<file path="config.mk">
export PLATFORM = sky130hd
export DESIGN_NAME = ofdm_ltf_inserter
export DESIGN_NICKNAME = d
export VERILOG_FILES = /design/src/rtl/ofdm_ltf_inserter.sv
export SDC_FILE = /design/constraint.sdc
export NUM_CORES = 1
export LEC_CHECK = 0
export BUFFER_PORTS_ARGS = -buffer_cell sky130_fd_sc_hd__buf_2
export CAP_MARGIN = 30
export CORE_MARGIN = 4
export CORE_UTILIZATION = 49
export DETAILED_ROUTE_END_ITERATION = 8
export PLACE_DENSITY = 0.88
export SKIP_CTS_REPAIR_TIMING = 1
export SLEW_MARGIN = 15
export SYNTH_ARGS = -nofsm -noshare
export SYNTH_HDL_FRONTEND = slang
export SYNTH_SLANG_ARGS = --single-unit
</file>
<file path="constraint.sdc">
create_clock -name clk_i -period 1.9 [get_ports clk_i]
set_input_delay 0 -clock clk_i [delete_from_list [all_inputs] [get_ports clk_i]]
set_output_delay 0 -clock clk_i [all_outputs]
set_load 0.02 [all_outputs]
</file>
<file path="src/rtl/ofdm_ltf_inserter.sv">
// Inserts NUM_LTF 64-bin 802.11 long training fields ahead of each frame's data
// symbols; data is otherwise forwarded bit-exact through one output register stage.
module ofdm_ltf_inserter #(
  parameter logic signed [15:0] AMPLITUDE = 16'sd16384,
  parameter int unsigned        NUM_LTF   = 2
) (
  input  logic        clk_i,
  input  logic        rst_i,
  input  logic        sof_i,
  input  logic [31:0] i_tdata,
  input  logic        i_tlast,
  input  logic        i_tvalid,
  output logic        i_tready,
  output logic [31:0] o_tdata,
  output logic        o_tlast,
  output logic        o_tvalid,
  input  logic        o_tready,
  output logic        o_sof
);

  typedef enum logic {ST_PASS, ST_PREAMBLE} state_t;

  // Sign of the +/-1 bins in natural bin order (MSB = lowest bin), 1 = negative.
  localparam logic [25:0] LO_NEG   = 26'b0011_0010_1000_0001_1001_0100_00;
  localparam logic [25:0] HI_NEG   = 26'b0110_0101_0111_1100_1101_0100_00;
  localparam logic [63:0] LTF_NEG  = {6'b0, LO_NEG, 1'b0, HI_NEG, 5'b0};
  localparam logic [63:0] LTF_NZ   = {6'b0, {26{1'b1}}, 1'b0, {26{1'b1}}, 5'b0};
  localparam logic [15:0] AMP_POS  = AMPLITUDE;
  localparam logic [15:0] AMP_NEG  = 16'(-AMPLITUDE);
  localparam logic [1:0]  LAST_LTF = 2'(NUM_LTF - 1);

  state_t      state_q;
  logic        pending_q;
  logic        in_pkt_q;
  logic        last_sof_q;
  logic [5:0]  bin_q;
  logic [5:0]  bin_d;
  logic [1:0]  ltf_cnt_q;
  logic [1:0]  ltf_cnt_d;
  logic [31:0] tdata_q;
  logic        tlast_q;
  logic        tvalid_q;
  logic        sof_q;

  logic        load;
  logic        sof_edge;
  logic        start_pre;
  logic        accept;
  logic [31:0] ltf_rom [64];

  genvar gi;
  generate
    for (gi = 0; gi < 64; gi++) begin : g_ltf
      assign ltf_rom[gi] = !LTF_NZ[63-gi] ? 32'd0 :
                           LTF_NEG[63-gi] ? {AMP_NEG, 16'h0000} : {AMP_POS, 16'h0000};
    end
  endgenerate

  assign load      = ~tvalid_q | o_tready;
  assign sof_edge  = sof_i & ~last_sof_q;
  // A pending preamble only starts on a symbol boundary.
  assign start_pre = (state_q == ST_PASS) & pending_q & ~in_pkt_q;
  assign i_tready  = (state_q == ST_PASS) & load & ~start_pre;
  assign accept    = i_tvalid & i_tready;
  assign bin_d     = bin_q + 6'd1;
  assign ltf_cnt_d = ltf_cnt_q + 2'd1;

  always_ff @(posedge clk_i) begin
    if (rst_i) begin
      state_q    <= ST_PASS;
      pending_q  <= 1'b0;
      in_pkt_q   <= 1'b0;
      last_sof_q <= 1'b0;
      bin_q      <= 6'd0;
      ltf_cnt_q  <= 2'd0;
      tdata_q    <= 32'd0;
      tlast_q    <= 1'b0;
      tvalid_q   <= 1'b0;
      sof_q      <= 1'b0;
    end else begin
      last_sof_q <= sof_i;
      if (accept) in_pkt_q <= ~i_tlast;
      if (load && start_pre) pending_q <= 1'b0;
      // An edge arriving on the very cycle pending clears arms the next frame.
      if (sof_edge && state_q == ST_PASS) pending_q <= 1'b1;

      case (state_q)
        ST_PASS: begin
          if (load) begin
            if (start_pre) begin
              state_q  <= ST_PREAMBLE;
              tvalid_q <= 1'b0;
            end else if (accept) begin
              tdata_q  <= i_tdata;
              tlast_q  <= i_tlast;
              sof_q    <= 1'b0;
              tvalid_q <= 1'b1;
            end else begin
              tvalid_q <= 1'b0;
            end
          end
        end
        ST_PREAMBLE: begin
          if (load) begin
            tdata_q  <= ltf_rom[bin_q];
            tlast_q  <= (bin_q == 6'd63);
            sof_q    <= (bin_q == 6'd0) && (ltf_cnt_q == 2'd0);
            tvalid_q <= 1'b1;
            bin_q    <= bin_d;
            if (bin_q == 6'd63) begin
              if (ltf_cnt_q == LAST_LTF) begin
                ltf_cnt_q <= 2'd0;
                state_q   <= ST_PASS;
              end else begin
                ltf_cnt_q <= ltf_cnt_d;
              end
            end
          end
        end
        default: state_q <= ST_PASS;
      endcase
    end
  end

  assign o_tdata  = tdata_q;
  assign o_tlast  = tlast_q;
  assign o_tvalid = tvalid_q;
  assign o_sof    = sof_q;

endmodule

</file>
; Word-level counts from Yosys, hierarchy flattened
; Memory sizes are Yosys's and may differ from the RTL's.
; Index checks and enable logic that the tools add are counted.
[word_totals]
input_bits = 38
n_memories = 1
latch_bits = 0
reg_bits = 47
rom_bits = 2048
mem_bits_rw = 0
out_inout_bits = 36
[classes]
n_eq_ne = 6
n_addsub = 2
n_shift = 0
div_mod_pow = 0
reduce_logical = 10
muxes = 31
n_mul = 0
bitwise_logic = 14
n_lt_le_gt_ge = 1
[memory_table]
columns = name, depth, width, rd, rd_clocked_by_memory_dff, write_ports, line_no
row1 = (name not given), 64, 32, 1, 0, 0, 105  ; tdata_q <= ltf_rom[bin_q];
[ops]
columns = cell, count
row1 = 32-bit two-way mux, 6
row2 = 32-bit case mux with 2 select lines, 1
row3 = 1-bit two-way mux, 19
row4 = 1-bit case mux with 2 select lines, 4
row5 = "7-bit greater-or-equal comparator, second input constant", 1
row6 = 6-bit NOT with 7-bit output, 1
row7 = "6-bit by 1-bit adder with 6-bit output, second input constant", 1
row8 = 1-bit bitwise AND, 6
row9 = "6-bit == test, second input constant", 1
row10 = 6-bit zero test, 1
row11 = "2-bit != test, second input constant", 3
row12 = 1-bit NOT, 6
row13 = 2-bit AND reduction, 2
row14 = 4-bit AND reduction, 1
row15 = 1-bit logical AND, 3
row16 = 3-bit AND reduction, 1
row17 = "2-bit by 1-bit adder with 2-bit output, second input constant", 1
row18 = "2-bit by 1-bit == test with 1-bit output, second input constant", 1
row19 = 2-bit zero test, 1
row20 = 2-bit two-way mux, 1
row21 = "2-bit by 1-bit != test with 1-bit output, second input constant", 1
row22 = 2-bit nonzero test, 1
row23 = 1-bit OR, 1

; Longest topological paths before layout
; Gate-level depths: netlist of run 1.
[depth]
ltp_word = 10
mapped_depth = 7
depth_no_buf = 7

; Least setup slack after synthesis of run 1
; OpenSTA, ideal clock, no wires.
[synth_timing]
path_type = register to register
from = register bin_q[0]
to = register tdata_q[31], in the netlist o_tdata[31]
slack_ns = 0.384
n_path_buf = 0
arrival_time_ns = 1.425
period_less_slack_ns = 1.516
path_stages_with_launch = 7
setup_time_ns = 0.091
path_cell_list = dfxtp_1 -> inv_1 -> ha_1 -> and3b_1 -> o211ai_1 -> a32o_1 -> a311oi_1
[synth_via]
elab_chain_cells = 6
[synth_rtl]
columns = element, line_no
row1 = "start, declared", 36  ; logic [5:0] bin_q;
row2 = "start signal, assigned", 109  ; bin_q <= bin_d;
row3 = 6-bit NOT with 7-bit output (not written as such), 105
row4 = memory 64 x 32 bit, --
row5 = 32-bit two-way mux (not written as such) (2 in series), 105
row6 = 32-bit two-way mux, 104  ; if (load) begin
row7 = 32-bit case mux with 2 select lines, 87  ; case (state_q)
row8 = "end signal, assigned", 94  ; tdata_q <= i_tdata;
row9 = "end signal, assigned", 105
row10 = "end, declared", 40  ; logic [31:0] tdata_q;
; No other way between the ends. The select of a mux whose other input is x is not followed.
; A chain may end at the register's enable or synchronous reset.

; Worst setup path in the final report of run 1
[layout_timing]
from = register bin_q[1]
to = register tdata_q[31], in the netlist o_tdata[31]
; Same word-level chain as after synthesis.

==> results of run 1 <==
## sequential cells by signal, summed over array words and instances (netlist names)
name and cells:
bin_q 6, o_tlast 1, o_tdata 32, state_q 1
in_pkt_q 1, o_tvalid 1, o_sof 1, last_sof_q 1
pending_q 1, ltf_cnt_q 2
## report_power, final
part | leakage [nW] | internal [mW] | total (mW) | switching (mW)
sequential | 0.385 | 1.05 | 1.10 | 0.0493
clock | 0.0654 | 0.526 | 0.865 | 0.339
combinational | 0.844 | 0.207 | 0.495 | 0.288
total | 1.29 | 1.79 | 2.46 | 0.676
## kinds of logic (layout without fill, tap and decap cells)
| kind of cell | count (synthesis) | after routing |
|---|---|---|
| other | 0 | 1 |
| adders and majority gates | 6 | 6 |
| buffers and inverters | 26 | 125 |
| and+or+nand+nor | 82 | 82 |
| xor gates and xnor gates | 5 | 5 |
| muxes | 3 | 3 |
| AOI/OAI and AO/OA | 85 | 85 |
| DFF | 47 | 47 |
## worst register-to-register path, cell delays in order, from the launching register on
cell,delay [ns]
dfxtp_1,0.49
inv_1,0.10
ha_1,0.32
and3b_1,0.16
o211ai_1,0.09
a32o_1,0.25
a311oi_1,0.20
## final cells by class
cell class                      instances  share of cell area, %
Antenna cell                            1                 0.0850
Sequential cell                        47                   32.0
Multi-Input combinational cell        181                   35.0
Clock buffer                            6                   2.47
Timing Repair Buffer                  112                   25.6
Tap cell                               50                   2.13
Inverter                                5                  0.638
Clock inverter                          2                   2.04
## metal layers
layer / GRT usage [%] / vias up
met5: 0 / -
met4: 9.63 / 0
met3: 4.79 / 16
met2: 32.6 / 105
met1: 24.9 / 1037
li1: - / 1072
## cell usage after synthesis (2+ instances only)
master	count	area, µm²
and2_1	3	18.8
buf_2	4	20.0
a21oi_1	41	205
nor3b_1	2	15.0
and3b_1	2	17.5
inv_1	5	18.8
mux2i_1	2	20.0
nand2_1	36	135
clkbuf_1	12	45.0
nand2b_1	5	31.3
nand3_1	6	30.0
nor2b_1	7	43.8
dfxtp_1	47	941
o21ai_0	32	160
nand4_1	4	25.0
a311oi_1	3	26.3
nor2_1	11	41.3
and3_1	2	12.5
ha_1	6	75.1
o31ai_1	2	15.0
xor2_1	4	35.0
buf_4	3	22.5
## worst paths after layout
path	start	endpoint	slack [ns]
min	i_tvalid	o_tvalid$_SDFFE_PP0P_	-0.02
max	bin_q[1]$_SDFFE_PP0P_	o_tdata[31]$_SDFFE_PP0P_	0.19
min reg2reg	o_tdata[9]$_SDFFE_PP0P_	o_tdata[9]$_SDFFE_PP0P_	0.47
max reg2reg	bin_q[1]$_SDFFE_PP0P_	o_tdata[31]$_SDFFE_PP0P_	0.19
==> insert_results.sql, run 1 <==
INSERT INTO impl_metrics (metric_group, metric, value, unit) VALUES
('global_route', 'grt_antenna_before_repair', '1', ''),
('drt', 'wl', '6.19', 'mm'),
('sta', 'fin_ws', '0.193', 'ns'),
('sta', 'hold_viol_final', '2', ''),
('yosys', 'sequential_share_of_the_synthesized_area', '45.1', '%'),
('sta', 'worst_slew_pin_slew', '0.711', 'ns'),
('final_layout', 'areaGrowthSynthToFinish', '40.9', '%'),
('yosys', 'xor_xnor_share_of_the_synthesized_area', '2.10', '%'),
('drt', 'routed-wl-met2', '3.14', 'mm'),
('setup_path', 'critical_path.startpoint_type', 'register', ''),
('clocking', 'max_buffers_root_to_sink', '2', ''),
('setup_path', 'critPathRequiredTime', '2.12', 'ns'),
('sta', 'setup_viol_count_final', '0', ''),
('yosys', 'synthesis.area', '2090', 'µm²'),
('setup_path', 'worst_r2r_path_depth', '6', ''),
('drt', 'top_layer_used', 'met4', ''),
('drt', 'vias_per_cell', '5.52', ''),
('clocking', 'clkSlewWorstSetupHoldPaths', '0.09', 'ns'),
('clocking', 'number_of_sinks_on_the_clock_net', '47', ''),
('placement', 'detailedPlace.worstSlack', '0.161', 'ns'),
('final_layout', 'seqCellArea', '942', 'µm²'),
('drt', 'wl_met1', '2.41', 'mm'),
('yosys', 'synthesis.instances', '254', ''),
('yosys', 'synth_enable_flop_cells', '0', ''),
('drt', 'router_iterations_before_antenna_repair', '4', ''),
('sta', 'worst_hold_slack', '-0.0179', 'ns'),
('final_layout', 'finish.cell_count_without_fillers', '404', ''),
('setup_path', 'cp_cell_instances', 'inv_1 > ha_1 > and3b_1 > o211ai_1 > a32o_1 > a311oi_1', ''),
('placement', 'detailed_place.area', '2480', 'µm²'),
('yosys', 'ys_seq_elements', '47', ''),
('final_layout', 'final_nets', '396', ''),
('drt', 'first_iter_violations', '207', ''),
('sta', 'final_max_slew_viol_count', '0', ''),
('final_layout', 'fin_util', '72.5', '%'),
('clocking', 'cts_inserted_buffers', '5', ''),
('sta', 'final.min_clock_period', '1.71', 'ns'),
('floorplanning', 'num_rows', '23', ''),
('floorplanning', 'dieWidth', '73.3', 'µm'),
('sta', 'fin_skew', '0.0118', 'ns'),
('power_and_ir_drop', 'design_power_total', '2.46', 'mW'),
('yosys', 'synth_top_family_by_area', 'compound AO/OA/AOI/OAI gates', ''),
('floorplanning', 'top_level_ports', '74', ''),
('setup_path', 'critPathSlowestCell', 'dfxtp_1', ''),
('floorplanning', 'die_area', '5370', 'µm²'),
('setup_path', 'worst-setup-path-type', 'reg -> reg', ''),
('status', 'violations', 'hold timing', ''),
('status', 'status', 'finished, violations left', ''),
('drt', 'remaining_drc_errors', '0', ''),
('floorplanning', 'initial_standard_cell_utilization_of_the_core', '51.5', '%'),
('clocking', 'insertion_delay', '0.30', 'ns'),
('setup_path', 'critPathMaxStageDelay', '0.49', 'ns'),
('global_route', 'grt_max_degree', '37', ''),
('clocking', 'ctsRootBufferMaster', 'clkbuf_8', ''),
('clocking', 'tritoncts', 'built', ''),
('final_layout', 'layout_cell_share_with_drive_strength_beyond_1', '25.8', '%'),
('drt', 'routedWlPerCell', '15.3', 'µm'),
('power_and_ir_drop', 'p_leak', '1.29', 'nW'),
('setup_path', 'critPathBufInv', '1', ''),
('sta', 'grt_setup_unrepaired', 'false', ''),
('placement', 'place.port_buffers', '73', ''),
('yosys', 'synthArstFlopShare', '0', '%'),
('yosys', 'post_synth_num_cell_types', '37', ''),
('global_route', 'grt_overflow', '0', ''),
('sta', 'worst_slew_margin_rel', '52.6', '%'),
('floorplanning', 'floorplan.die.height', '73.3', 'µm'),
('final_layout', 'multi_input_combinational_cell_area', '1030', 'µm²'),
('hold_path', 'hold_path.class', 'in -> reg', ''),
('final_layout', 'mostFrequentLayoutCells', '73 x buf_2, 46 x dfxtp_1, 40 x a21oi_1', ''),
('global_route', 'vias_in_the_first_global_route', '1849', ''),
('sta', 'tns', '0', 'ns'),
('yosys', 'synth_simple_gate_area_share', '19.8', '%');
Power figures use the tool's default switching activity.
==> run 2, diff against run 1 <==
==> constraint.sdc (replaced) <==
create_clock -name clk_i -period 1.9 [get_ports clk_i]
set_input_delay 0 -clock clk_i [delete_from_list [all_inputs] [get_ports clk_i]]
set_output_delay 0 -clock clk_i [all_outputs]
set_load 0.1 [all_outputs]
==> run 2 against run 1 <==
Effect of this change:
- the run still ends with hold timing left
- worst setup slack better by 0.0051 ns
- register-to-register slack about the same
- flip-flop and latch count stayed put
- non-clock buffer count up 1
- critical path depth unchanged
- core utilization decreased by 1.1 points
==> insert_results.sql, run 2 (same netlist as run 1, synthesis figures left out) <==
INSERT INTO impl_metrics (metric_group, metric, value, unit) VALUES
('status', 'status', 'finished, violations left', ''),
('status', 'violations', 'hold timing', ''),
('floorplanning', 'initial_standard_cell_utilization_of_the_core', '51.5', '%'),
('global_route', 'groute.usage.overall', '18.9', '%'),
('power_and_ir_drop', 'netSwitchingFraction', '39.9', '%'),
('setup_path', 'critical_path.max_fanout', '8', ''),
('power_and_ir_drop', 'pwr_density_cell', '888', 'nW/µm²'),
('clocking', 'max_buffers_root_to_sink', '2', ''),
('clocking', 'tritoncts', 'built', ''),
('drt', 'wl', '5.78', 'mm'),
('global_route', 'vias_in_the_first_global_route', '1869', ''),
('setup_path', 'arrival', '1.90', 'ns'),
('sta', 'hold_viol_final', '3', ''),
('floorplanning', 'top_level_ports', '74', ''),
('sta', 'fin_crit_sh', '89.6', '%'),
('final_layout', 'layout_cell_share_with_drive_strength_beyond_1', '26.6', '%'),
('sta', 'setup_viol_count_final', '0', ''),
('floorplanning', 'die_area', '5370', 'µm²'),
('power_and_ir_drop', 'internal-power', '1.55', 'mW'),
('clocking', 'clkSlewWorstSetupHoldPaths', '0.08', 'ns'),
('floorplanning', 'design.core.area', '4060', 'µm²'),
('clocking', 'insertion_delay', '0.29', 'ns'),
('final_layout', 'mostFrequentLayoutCells', '73 x buf_2, 46 x dfxtp_1, 40 x a21oi_1', ''),
('run', 'max_cap_violations', '0', ''),
('placement', 'place_hpwl', '3.54', 'mm'),
('power_and_ir_drop', 'power_frac_comb', '34.1', '%'),
('floorplanning', 'dieWidth', '73.3', 'µm'),
('final_layout', 'areaGrowthSynthToFinish', '38.8', '%'),
('setup_path', 'worst-setup-path-type', 'reg -> reg', ''),
('final_layout', 'final_nets', '397', ''),
('placement', 'globalplace.congestion', '0.839', ''),
('floorplanning', 'floorplan.die.height', '73.3', 'µm'),
('global_route', 'grt_antenna_before_repair', '0', ''),
('power_and_ir_drop', 'power.net_switching', '1.03', 'mW'),
('clocking', 'number_of_sinks_on_the_clock_net', '47', ''),
('final_layout', 'num_antenna_cells', '0', ''),
('power_and_ir_drop', 'seq_power_share', '42.6', '%'),
('sta', 'tns', '0', 'ns'),
('sta', 'max_freq', '588', 'MHz'),
('hold_path', 'hold_path.class', 'in -> reg', ''),
('final_layout', 'mostFrequentLayoutCell', 'buf_2', ''),
('drt', 'first_iter_violations', '292', ''),
('global_route', 'grt_max_degree', '48', ''),
('drt', 'postRouteAntennaNets', '0', ''),
('final_layout', 'finish.cell_count_without_fillers', '403', ''),
('drt', 'remaining_drc_errors', '0', ''),
('sta', 'grt_setup_unrepaired', 'false', ''),
('drt', 'router_iterations_before_antenna_repair', '5', ''),
('sta', 'fin_skew', '0.00683', 'ns'),
('power_and_ir_drop', 'p_leak', '1.28', 'nW'),
('global_route', 'grt_pass1_wl', '8.07', 'mm'),
('power_and_ir_drop', 'clockPowerShare', '23.3', '%'),
('sta', 'worst_slew_margin_rel', '62.1', '%'),
('setup_path', 'critical_path.startpoint_type', 'register', ''),
('drt', 'routed-via-count', '2131', ''),
('placement', 'placedCellCount', '364', ''),
('global_route', 'grt_overflow', '0', ''),
('drt', 'vias_per_cell', '5.29', ''),
('setup_path', 'sort_of_element_at_the_end_of_the_critical_path', 'register', ''),
('power_and_ir_drop', 'irDropWorstVdd', '0.000584', 'V'),
('drt', 'routedWlPerCell', '14.3', 'µm'),
('setup_path', 'critPathRequiredTime', '2.10', 'ns'),
('floorplanning', 'num_rows', '23', ''),
('final_layout', 'largest_register_ff_count', '32', ''),
('clocking', 'cts.htree.levels', '2', ''),
('sta', 'worst_slew_pin_slew', '0.569', 'ns'),
('sta', 'worst_hold_slack', '-0.00634', 'ns'),
('sta', 'final.min_clock_period', '1.70', 'ns'),
('placement', 'place.port_buffers', '73', ''),
('sta', 'final_max_slew_viol_count', '0', ''),
('clocking', 'ctsRootBufferMaster', 'clkbuf_8', ''),
('clocking', 'cts_inserted_buffers', '5', '');
run 2: final cells by class:
type                            count  area (µm²)
Clock buffer                        6        82.6
Clock inverter                      1        5.00
Fill cell                         297        1160
Inverter                            5        18.8
Multi-Input combinational cell    181        1040
Sequential cell                    47         942
Tap cell                           50        62.6
Timing Repair Buffer              113         746
run 2: metal layers:
layer / share of wire, % / up-vias / global-route usage [%]
li1: - / 1074 / -
met1: 42 / 984 / 24.3
met2: 50 / 65 / 30.1
met3: 6.4 / 8 / 5.88
met4: 1.5 / 0 / 6.35
met5: 0 / - / 0
run 2: path summary, 6_finish.rpt:
check / cells after the start / slack (ns) / end / start
setup reg to reg: 6 / 0.20 / o_tdata[31]$_SDFFE_PP0P_ / bin_q[0]$_SDFFE_PP0P_
setup / recovery: 6 / 0.20 / o_tdata[31]$_SDFFE_PP0P_ / bin_q[0]$_SDFFE_PP0P_
hold / removal: 3 / -0.006 / o_tdata[31]$_SDFFE_PP0P_ / i_tdata[31]
hold reg to reg: 2 / 0.47 / o_tdata[24]$_SDFFE_PP0P_ / o_tdata[24]$_SDFFE_PP0P_
run 2: power groups by stage:
stage / combinational [mW] / sequential (mW) / clock [mW]
after global routing: 0.928 / 1.11 / 0.649
after global placement: 0.813 / 1.11 / 0
after floorplan: 0.242 / 1.54 / 0
after detailed placement: 0.820 / 1.12 / 0
after CTS: 0.822 / 1.09 / 0.607
final: 0.879 / 1.10 / 0.600
run 2: stage by stage:
step | utilization (%) | worst slack, ns | instance area, µm² | total power [mW]
floorplan | - | 0.0680 | 2100 | 1.78
global placement | 61.4 | 0.319 | 2490 | 1.93
detailed placement | 61.4 | 0.211 | 2490 | 1.94
CTS | 63.6 | 0.188 | 2580 | 2.52
global route | 71.4 | 0.00577 | 2900 | 2.68
finish | 71.4 | 0.198 | 2900 | 2.58
run 2: critical path: stages, from the launching register on:
cell and delay [ns]:
dfxtp_1 0.46, inv_1 0.15, ha_1 0.35, and3b_1 0.16, o211ai_1 0.09, a32o_1 0.22, a311oi_1 0.19
==> run 3, diff against run 2 <==
Settings changed: ABC_AREA set to 1.
==> run 3 against run 2 <==
Effect of this change:
- non-clock buffer count is 6 lower
- clock-buffer cell count is 1 lower
- global-route usage is 1.2 points lower
- sequential share of layout area hardly changed
- critical path type unchanged
- clock power grew 27%
- critical endpoint is now o_tdata[28]$_SDFFE_PP0P_
- clock skew grew 0.0040 ns
- the flow now finishes without violations
==> insert_results.sql, run 3 <==
INSERT INTO impl_metrics (metric_group, metric, value, unit) VALUES
('status', 'status', 'completed', ''),
('yosys', 'synth-adder-area-share', '3.55', '%'),
('sta', 'max_freq', '572', 'MHz'),
('drt', 'postRouteAntennaNets', '0', ''),
('placement', 'globalplace.congestion', '0.880', ''),
('final_layout', 'layout_cell_share_with_drive_strength_beyond_1', '30.2', '%'),
('global_route', 'use_met2', '29.8', '%'),
('setup_path', 'critPathBufInv', '1', ''),
('yosys', 'post-synth-top-count-cell', 'nand2_1', ''),
('final_layout', 'num_antenna_cells', '0', ''),
('yosys', 'synth.mux.area_fraction', '0', '%'),
('setup_path', 'critPathSlowestCell', 'dfxtp_1', ''),
('clocking', 'clkSlewWorstSetupHoldPaths', '0.10', 'ns'),
('setup_path', 'cp_cell_instances', 'inv_6 > nand3_4 > nand3_4 > nor2_8 > nand2_1 > a21oi_2', ''),
('yosys', 'xor_xnor_share_of_the_synthesized_area', '0', '%'),
('setup_path', 'critical_path.startpoint_type', 'register', ''),
('final_layout', 'mostFrequentLayoutCell', 'nand2_1', ''),
('yosys', 'synth_simple_gate_area_share', '27.2', '%'),
('floorplanning', 'dieWidth', '73.7', 'µm'),
('yosys', 'post_synth_num_cell_types', '29', ''),
('yosys', 'synth_enable_flop_cells', '0', ''),
('yosys', 'dominantRegCellSynth', 'dfxtp_1', ''),
('final_layout', 'final_nets', '417', ''),
('floorplanning', 'die_area', '5430', 'µm²'),
('clocking', 'ctsRootBufferMaster', 'clkbuf_8', ''),
('yosys', 'ys_top_cells_by_area', 'dfxtp_1 45%, nand2_1 15%, a21oi_1 7.8%', ''),
('setup_path', 'worst-setup-path-type', 'reg -> reg', ''),
('yosys', 'synth_compound_area_share', '16.1', '%'),
('global_route', 'grt_max_degree', '33', ''),
('power_and_ir_drop', 'irDropWorstVdd', '0.000651', 'V'),
('setup_path', 'arrival', '1.97', 'ns'),
('setup_path', 'critPathRequiredTime', '2.12', 'ns'),
('yosys', 'yosys.area.top_type', 'dfxtp_1', ''),
('drt', 'routed-via-count', '2146', ''),
('floorplanning', 'top_level_ports', '74', ''),
('global_route', 'grtUsageMet1', '21.9', '%'),
('sta', 'fin_skew', '0.0109', 'ns'),
('yosys', 'synth.top_cells.by_count', '86 x nand2_1, 47 x dfxtp_1, 33 x a21oi_1, 21 x inv_1, 14 x nor2_1', ''),
('global_route', 'gr-max-usage-layer', 'met2', ''),
('power_and_ir_drop', 'p_leak', '1.33', 'nW'),
('sta', 'worst_slew_pin_slew', '0.505', 'ns'),
('yosys', 'synth.net_count', '315', ''),
('sta', 'worst_slew_margin_rel', '66.6', '%'),
('sta', 'fin_crit_sh', '92.1', '%'),
('global_route', 'grt_overflow', '0', ''),
('drt', 'vias_per_cell', '5.06', ''),
('setup_path', 'timing.critical_path.mode_cell', 'nand3_4', ''),
('global_route', 'vias_in_the_first_global_route', '1722', ''),
('placement', 'place_hpwl', '3.53', 'mm'),
('sta', 'hold_viol_final', '0', ''),
('drt', 'first_iter_violations', '225', ''),
('floorplanning', 'initial_standard_cell_utilization_of_the_core', '51.7', '%'),
('clocking', 'max_buffers_root_to_sink', '2', ''),
('global_route', 'grt_antenna_before_repair', '0', ''),
('placement', 'place.port_buffers', '73', ''),
('drt', 'wl', '5.89', 'mm'),
('clocking', 'cts_inserted_buffers', '5', ''),
('yosys', 'synthDominantCellAreaShare', '44.5', '%'),
('setup_path', 'critical_path.max_fanout', '32', ''),
('sta', 'tns', '0', 'ns'),
('sta', 'final.min_clock_period', '1.75', 'ns'),
('hold_path', 'hold_path.class', 'in -> reg', ''),
('yosys', 'sequential_share_of_the_synthesized_area', '44.5', '%'),
('drt', 'remaining_drc_errors', '0', ''),
('yosys', 'synthArstFlopShare', '0', '%'),
('final_layout', 'largest_register_ff_count', '32', ''),
('sta', 'final_max_slew_viol_count', '0', ''),
('setup_path', 'critPathMaxStageDelay', '0.59', 'ns'),
('final_layout', 'mostFrequentLayoutCells', '86 x nand2_1, 73 x buf_2, 46 x dfxtp_1', ''),
('final_layout', 'num-fill-cells', '295', ''),
('global_route', 'grt_pass1_wl', '7.54', 'mm'),
('sta', 'fin_ws', '0.151', 'ns'),
('floorplanning', 'floorplan.die.height', '73.7', 'µm'),
('clocking', 'number_of_sinks_on_the_clock_net', '47', ''),
('placement', 'detailedPlace.worstSlack', '0.279', 'ns'),
('yosys', 'synthesis.area', '2110', 'µm²'),
('yosys', 'synth_warnings', '0', ''),
('final_layout', 'areaGrowthSynthToFinish', '37.4', '%'),
('yosys', 'synthesized_area_per_cell', '7.80', 'µm²'),
('yosys', 'synthesis.instances', '271', ''),
('yosys', 'synth_top_family_by_area', 'simple AND/OR/NAND/NOR gates', ''),
('clocking', 'tritoncts', 'built', ''),
('yosys', 'ys_seq_elements', '47', ''),
('floorplanning', 'num_rows', '23', ''),
('clocking', 'cts.htree.levels', '2', ''),
('setup_path', 'critical_path.top_delay_family', 'simple AND/OR/NAND/NOR gates', ''),
('global_route', 'groute.usage.overall', '17.7', '%'),
('setup_path', 'sort_of_element_at_the_end_of_the_critical_path', 'register', ''),
('clocking', 'insertion_delay', '0.30', 'ns'),
('power_and_ir_drop', 'pwr_density_cell', '1000', 'nW/µm²'),
('final_layout', 'fin_util', '71.0', '%'),
('global_route', 'globalRouteMet3Util', '4.92', '%'),
('run', 'max_cap_violations', '0', ''),
('sta', 'setup_viol_count_final', '0', ''),
('sta', 'grt_setup_unrepaired', 'false', ''),
('drt', 'routedWlPerCell', '13.9', 'µm'),
('drt', 'router_iterations_before_antenna_repair', '4', ''),
('sta', 'worst_hold_slack', '0.0258', 'ns'),
('floorplanning', 'design.core.area', '4090', 'µm²');
-- run 3: per-layer routing --
metal / up-vias / wire, µm / part of all wire [%]
li1: 1069 / - / -
met1: 992 / 2320 / 39
met2: 79 / 3130 / 53
met3: 6 / 351 / 6.0
met4: 0 / 91 / 1.5
met5: - / 0 / 0
-- run 3: path summary, 6_finish.rpt --
kind | end | cells after the start | from | slack (ns)
worst min-delay path | o_tdata[31]$_SDFFE_PP0P_ | 3 | i_tdata[31] | 0.03
worst max register to register | o_tdata[28]$_SDFFE_PP0P_ | 6 | state_q$_SDFF_PP0_ | 0.15
worst max-delay path | o_tdata[28]$_SDFFE_PP0P_ | 6 | state_q$_SDFF_PP0_ | 0.15
worst min register to register | o_sof$_SDFFE_PP0P_ | 2 | o_sof$_SDFFE_PP0P_ | 0.44
-- run 3: metrics by stage --
step	instances	instance area (µm²)	power (mW)
final	424	2900	2.90
after global routing	424	2900	3.02
after CTS	392	2580	2.84
after detailed placement	384	2470	2.09
after global placement	384	2470	2.08
after floorplan	271	2110	1.95
-- run 3: cell families (layout without fill, tap and decap cells) --
logic type / Yosys count / in the layout
simple gates: 126 / 126
compound gates: 57 / 57
flops: 47 / 47
buf+inv: 35 / 138
fa+ha+maj: 6 / 6
-- run 3: worst reg2reg max path: cells and delay by family, from the launching register on --
family / cells / cell delay [ns]
simple gates: 4 / 0.76
compound gates: 1 / 0.22
buf+inv: 1 / 0.10
flops: 1 / 0.59
-- run 3: cell type report --
| class | count | area (µm²) | area share, % |
|---|---|---|---|
| Clock buffer | 5 | 68.8 | 2.37 |
| Tap cell | 50 | 62.6 | 2.16 |
| Timing Repair Buffer | 107 | 701 | 24.1 |
| Multi-Input combinational cell | 189 | 990 | 34.1 |
| Inverter | 23 | 91.3 | 3.15 |
| Sequential cell | 47 | 942 | 32.5 |
| Clock inverter | 3 | 47.5 | 1.64 |
-- run 3: report_power, final --
| part | internal [mW] | switching (mW) |
|---|---|---|
| Sequential | 1.07 | 0.0580 |
| Combinational | 0.226 | 0.790 |
| Clock | 0.399 | 0.364 |
| Total | 1.69 | 1.21 |
